[config.mk]
export PLATFORM = sky130hd
export DESIGN_NAME = mm_arbiter
export DESIGN_NICKNAME = d
export VERILOG_FILES = /design/src/rtl/mm_arbiter.sv
export SDC_FILE = /design/constraint.sdc
export NUM_CORES = 1
export LEC_CHECK = 0
export ABC_AREA = 1
export BUFFER_PORTS_ARGS = -buffer_cell sky130_fd_sc_hd__buf_4
export CAP_MARGIN = 20
export CORE_AREA = 2 2 117 119
export CTS_CLUSTER_DIAMETER = 40
export DETAILED_ROUTE_END_ITERATION = 7
export DIE_AREA = 0 0 119 121
export PLACE_DENSITY_LB_ADDON = 0.3
export RECOVER_POWER = 25
export SLEW_MARGIN = 15
export SYNTH_ARGS = -nofsm -noshare
export SYNTH_HDL_FRONTEND = slang
export SYNTH_SLANG_ARGS = --single-unit
[constraint.sdc]
create_clock -name clk -period 3.25 [get_ports clk]
set_input_delay 0.325 -clock clk [delete_from_list [all_inputs] [get_ports clk]]
set_output_delay 0.325 -clock clk [all_outputs]
set_load 0.03 [all_outputs]
[src/rtl/mm_arbiter.sv]
// Two-master round-robin arbiter and single-slave transaction sequencer.
// A saturating watchdog aborts any transaction the slave never acknowledges.
module mm_arbiter #(
    parameter int unsigned TIMEOUT = 255
) (
    input  logic        clk,
    input  logic        rst,
    input  logic        m0_req,
    input  logic        m0_we,
    input  logic [31:0] m0_addr,
    input  logic [31:0] m0_wdata,
    input  logic        m1_req,
    input  logic        m1_we,
    input  logic [31:0] m1_addr,
    input  logic [31:0] m1_wdata,
    output logic        m0_done,
    output logic        m0_err,
    output logic [31:0] m0_rdata,
    output logic        m1_done,
    output logic        m1_err,
    output logic [31:0] m1_rdata,
    output logic        s_valid,
    output logic        s_we,
    output logic [31:0] s_addr,
    output logic [31:0] s_wdata,
    input  logic        s_ready,
    input  logic [31:0] s_rdata,
    output logic        owner
);

    typedef enum logic [0:0] {
        ST_IDLE = 1'b0,
        ST_BUSY = 1'b1
    } state_t;

    // Abort fires on the edge where the counter shows TIMEOUT-1 elapsed cycles.
    localparam logic [7:0] TO_LAST = 8'(TIMEOUT - 32'd1);

    state_t      state_q,    state_d;
    logic [7:0]  cnt_q,      cnt_d;
    logic        owner_q,    owner_d;
    logic        s_we_q,     s_we_d;
    logic [31:0] s_addr_q,   s_addr_d;
    logic [31:0] s_wdata_q,  s_wdata_d;
    logic        m0_done_q,  m0_done_d;
    logic        m1_done_q,  m1_done_d;
    logic        m0_err_q,   m0_err_d;
    logic        m1_err_q,   m1_err_d;
    logic [31:0] m0_rdata_q, m0_rdata_d;
    logic [31:0] m1_rdata_q, m1_rdata_d;

    logic        grant_s;
    logic        any_req_s;
    logic        pulse_s;
    logic        timeout_s;

    // Round-robin pick: on a tie the master that is not the current owner wins.
    always_comb begin
        grant_s   = 1'b0;
        any_req_s = m0_req | m1_req;
        pulse_s   = m0_done_q | m1_done_q;
        timeout_s = (cnt_q >= TO_LAST);
        if (m0_req && m1_req) begin
            grant_s = ~owner_q;
        end else if (m1_req) begin
            grant_s = 1'b1;
        end else begin
            grant_s = 1'b0;
        end
    end

    // Next-state and datapath: IDLE holds off a grant while a done pulse is out.
    always_comb begin
        state_d    = state_q;
        cnt_d      = cnt_q;
        owner_d    = owner_q;
        s_we_d     = s_we_q;
        s_addr_d   = s_addr_q;
        s_wdata_d  = s_wdata_q;
        m0_done_d  = 1'b0;
        m1_done_d  = 1'b0;
        m0_err_d   = 1'b0;
        m1_err_d   = 1'b0;
        m0_rdata_d = m0_rdata_q;
        m1_rdata_d = m1_rdata_q;
        case (state_q)
            ST_IDLE: begin
                if (any_req_s && !pulse_s) begin
                    state_d   = ST_BUSY;
                    cnt_d     = 8'd0;
                    owner_d   = grant_s;
                    s_we_d    = grant_s ? m1_we    : m0_we;
                    s_addr_d  = grant_s ? m1_addr  : m0_addr;
                    s_wdata_d = grant_s ? m1_wdata : m0_wdata;
                end else begin
                    state_d = ST_IDLE;
                end
            end
            ST_BUSY: begin
                cnt_d = (cnt_q == 8'hFF) ? cnt_q : (cnt_q + 8'd1);
                if (s_ready) begin
                    state_d = ST_IDLE;
                    if (owner_q) begin
                        m1_done_d = 1'b1;
                        if (!s_we_q) begin
                            m1_rdata_d = s_rdata;
                        end else begin
                            m1_rdata_d = m1_rdata_q;
                        end
                    end else begin
                        m0_done_d = 1'b1;
                        if (!s_we_q) begin
                            m0_rdata_d = s_rdata;
                        end else begin
                            m0_rdata_d = m0_rdata_q;
                        end
                    end
                end else if (timeout_s) begin
                    state_d = ST_IDLE;
                    if (owner_q) begin
                        m1_done_d  = 1'b1;
                        m1_err_d   = 1'b1;
                        m1_rdata_d = 32'h0000_0000;
                    end else begin
                        m0_done_d  = 1'b1;
                        m0_err_d   = 1'b1;
                        m0_rdata_d = 32'h0000_0000;
                    end
                end else begin
                    state_d = ST_BUSY;
                end
            end
            default: begin
                state_d = ST_IDLE;
            end
        endcase
    end

    // State and output registers; owner resets to 1 so master 0 wins the first tie.
    always_ff @(posedge clk or negedge rst) begin
        if (!rst) begin
            state_q    <= ST_IDLE;
            cnt_q      <= 8'd0;
            owner_q    <= 1'b1;
            s_we_q     <= 1'b0;
            s_addr_q   <= 32'h0000_0000;
            s_wdata_q  <= 32'h0000_0000;
            m0_done_q  <= 1'b0;
            m1_done_q  <= 1'b0;
            m0_err_q   <= 1'b0;
            m1_err_q   <= 1'b0;
            m0_rdata_q <= 32'h0000_0000;
            m1_rdata_q <= 32'h0000_0000;
        end else begin
            state_q    <= state_d;
            cnt_q      <= cnt_d;
            owner_q    <= owner_d;
            s_we_q     <= s_we_d;
            s_addr_q   <= s_addr_d;
            s_wdata_q  <= s_wdata_d;
            m0_done_q  <= m0_done_d;
            m1_done_q  <= m1_done_d;
            m0_err_q   <= m0_err_d;
            m1_err_q   <= m1_err_d;
            m0_rdata_q <= m0_rdata_d;
            m1_rdata_q <= m1_rdata_d;
        end
    end

    assign s_valid  = (state_q == ST_BUSY);
    assign s_we     = s_we_q;
    assign s_addr   = s_addr_q;
    assign s_wdata  = s_wdata_q;
    assign owner    = owner_q;
    assign m0_done  = m0_done_q;
    assign m1_done  = m1_done_q;
    assign m0_err   = m0_err_q;
    assign m1_err   = m1_err_q;
    assign m0_rdata = m0_rdata_q;
    assign m1_rdata = m1_rdata_q;

endmodule
==> flow_metrics.py <==
metrics = {
    "status": {
        "outcome": "complete, but fails checks",
        "violations": "max-capacitance violations, max-slew violations",
    },
    "logic_synthesis": {
        "synthAdderAreaFrac_pct": 0.3823,
        "synthXorXnorAreaFrac_pct": 0.1338,
        "synth_top_cells_by_area": "dfrtp_1 54%, nand2_1 15%, o21ai_0 8.6%, nand4_1 6.2%, nor2_1 4.4%",
        "yosysSeqAreaShare_pct": 54.68,
        "synth-compound-area-share_pct": 10.86,
        "synth_cells": 805,
        "muxShareOfSynthArea_pct": 0,
        "synth_top_cell_by_area": "dfrtp_1",
        "syn-num-nets": 974,
        "synth_warnings": 0,
        "yosysTopAreaCellShare_pct": 54.28,
        "ys_ff_latch": 143,
        "syn_area_per_cell_sq_um": 8.132,
        "synth_top_family_by_area": "simple AND/OR/NAND/NOR gates",
        "netlist_area_sq_um": 6546,
        "synthSimpleGateAreaFrac_pct": 26.76,
        "synth.distinct_cells": 22,
    },
    "cts": {
        "htree_levels": 4,
        "clock_sinks": 143,
        "numCtsBuffers": 17,
        "postCtsHoldBufs": 0,
        "insertion_delay_ns": 0.42,
        "cts_resized": 0,
        "cts_root_buf": "clkbuf_16",
        "clock_path_buffers": 2,
        "cts_tree": "built",
        "cts.clk_slew.worst_paths_ns": 0.06,
        "cts_setup_buffers": 0,
    },
    "cells_and_area": {
        "finalNonFillerCells": 1266,
        "stdcell_area_sq_um": 9440,
        "drive_gt1_share_pct": 32.39,
        "n_antenna_cell": 0,
        "area_delta_synth_final_pct": 44.21,
        "postLayoutCoreUtil_pct": 72.15,
        "nets": 1246,
    },
    "timing": {
        "rsz0062_at_grt": "no",
        "hold_viol_final": 0,
        "fin_skew_ns": 0.006062,
        "finalSetupTns_ns": 0,
        "tightest_slew_ns": 2.370,
        "final.min_clock_period_ns": 2.219,
        "fmax_mhz": 450.7,
        "layout_setup_ws_ns": 1.031,
        "hold-worst-slack_ns": 0.1646,
        "slew_headroom_pct": -58.02,
        "slew_violations": 97,
        "setup_viol": 0,
        "min_period_over_period_pct": 68.27,
    },
    "pwr": {
        "report.power.total_mw": 10.36,
        "powerDensity_nw_per_um2": 1098,
        "ir_worst_vdd_mv": 0.4689,
        "leakagePower_nw": 5.096,
    },
    "global_route": {
        "grt_usage_pct": 29.44,
        "grt_max_degree": 97,
        "antenna_found_initial": 0,
        "first_global_vias": 6385,
        "grt_pass1_wl_mm": 33.10,
        "gr-total-overflow": 0,
    },
    "floorplanning": {
        "dieArea_sq_um": 14400,
        "core_sq_um": 13090,
        "ios": 302,
        "std_cell_rows": 42,
        "die_h_um": 121,
        "start_util_pct": 50.03,
        "die_x_um": 119,
    },
    "setup_path": {
        "r2r_setup_slack_ns": 1.03,
        "crit_fanout": 33,
        "start_kind": "flop",
        "worst-endpoint-required_ns": 3.55,
        "arrival_ns": 2.52,
        "critPathKind": "flop to flop",
        "crit_path_end_kind": "flop",
    },
    "placed_design": {
        "pre_cts_ws_ns": 1.065,
        "numPortBuffers": 301,
        "gp_congestion": 0.8711,
        "dp.cells": 1234,
        "place_area_sq_um": 8827,
        "hpwl_mm": 14.53,
    },
    "job": {
        "max-cap-violations": 1,
    },
    "hold_path": {
        "holdCritPathClass": "input port to flop",
    },
    "route": {
        "ant_nets": 0,
        "drt-initial-drc-count": 527,
        "drc": 0,
        "wire_per_inst_um": 16.36,
        "drtPass1Iterations": 5,
        "routed_via_density": 5.198,
        "vias": 6581,
        "totalWireLength_mm": 20.71,
    },
}
[metal layers]
layer | vias to the layer above | track usage, % | routed length (um)
met5 | - | 0 | 0
met2 | 291 | 46.55 | 9976
li1 | 3175 | - | -
met4 | 0 | 13.39 | 809
met3 | 49 | 9.023 | 1810
met1 | 3066 | 37.33 | 8111
[final timing paths]
path                       depth (start not counted)      endpoint          from
setup / recovery                                   6   m1_rdata[6]       s_valid
setup reg to reg                                   6   m1_rdata[6]       s_valid
max in group asynchronous                          2     s_addr[9]           rst
hold / removal                                     3     s_addr[0]    m1_addr[0]
min in group asynchronous                          1  m0_rdata[28]           rst
hold reg to reg                                    2  m0_rdata[24]  m0_rdata[24]
[placed cells by master, fill, tap and decap left out]
cell / instances
inv_1: 44
clkbuf_2: 1
nor2_1: 75
xnor2_1: 1
nand4_1: 65
ha_1: 2
dfrtp_1: 142
nand2_2: 3
nand3_1: 10
nand2_4: 1
nor2_4: 1
nor2_2: 2
o21ai_0: 113
nor4_1: 1
clkbuf_1: 3
nand2_1: 252
clkinv_2: 4
clkbuf_16: 17
o21ai_1: 27
clkinvlp_4: 3
dfstp_2: 1
nand3_2: 2
buf_4: 310
clkbuf_8: 2
a21oi_1: 2
inv_2: 2
bufinv_16: 4
[layout make-up]
type	instances	area (sq um)
Inverter	46	172.7
Clock inverter	11	162.7
Timing Repair Buffer	312	2336
Clock buffer	21	460.4
Multi-Input combinational cell	557	2509
Sequential cell	143	3580
Fill cell	1058	3645
Tap cell	176	220.2
[flip-flops by register name, indices dropped and copies added, names as in the netlist]
| name | count |
|---|---|
| s_addr | 32 |
| m1_rdata | 32 |
| s_wdata | 32 |
| m1_done | 1 |
| m0_err | 1 |
| m1_err | 1 |
| cnt_q | 8 |
| m0_done | 1 |
| m0_rdata | 32 |
| s_valid | 1 |
| s_we | 1 |
| owner | 1 |
[cell usage after synthesis]
master and number:
inv_1 44, ha_1 2, dfstp_2 1, nand2_2 1
nor4_1 1, clkbuf_1 25, a21oi_1 2, nand2_1 254
nor2_1 76, nand2_4 1, o21ai_1 27, nor2_2 2
inv_2 2, nand3_1 10, o21ai_0 113, nand4_1 65
nand3_2 2, dfrtp_1 142, xnor2_1 1, buf_4 1
buf_2 28, buf_6 5
[worst max-delay path, cell delays in order, from the launching register on]
cell	delay (ns)
dfrtp_1	0.62
nand2_1	0.13
inv_1	0.07
buf_4	0.33
nand3_2	0.62
nand2_1	0.25
nand2_1	0.07
[kinds of logic (layout without fill, tap and decap cells)]
family,Yosys count,in the layout
DFF,143,143
adders and majority gates,2,2
xor gates and xnor gates,1,1
buffers and inverters,105,390
AOI/OAI and AO/OA,142,142
and+or+nand+nor,412,412
[power breakdown]
part           leakage (nW)  total, mW  switching (mW)  internal, mW
Sequential             1.81       3.22           0.570          2.65
Clock                 0.299       2.05           0.733          1.32
Combinational          2.98       5.09            3.39          1.70
Total                  5.10       10.4            4.70          5.67
(Power assumes the default switching activity.)
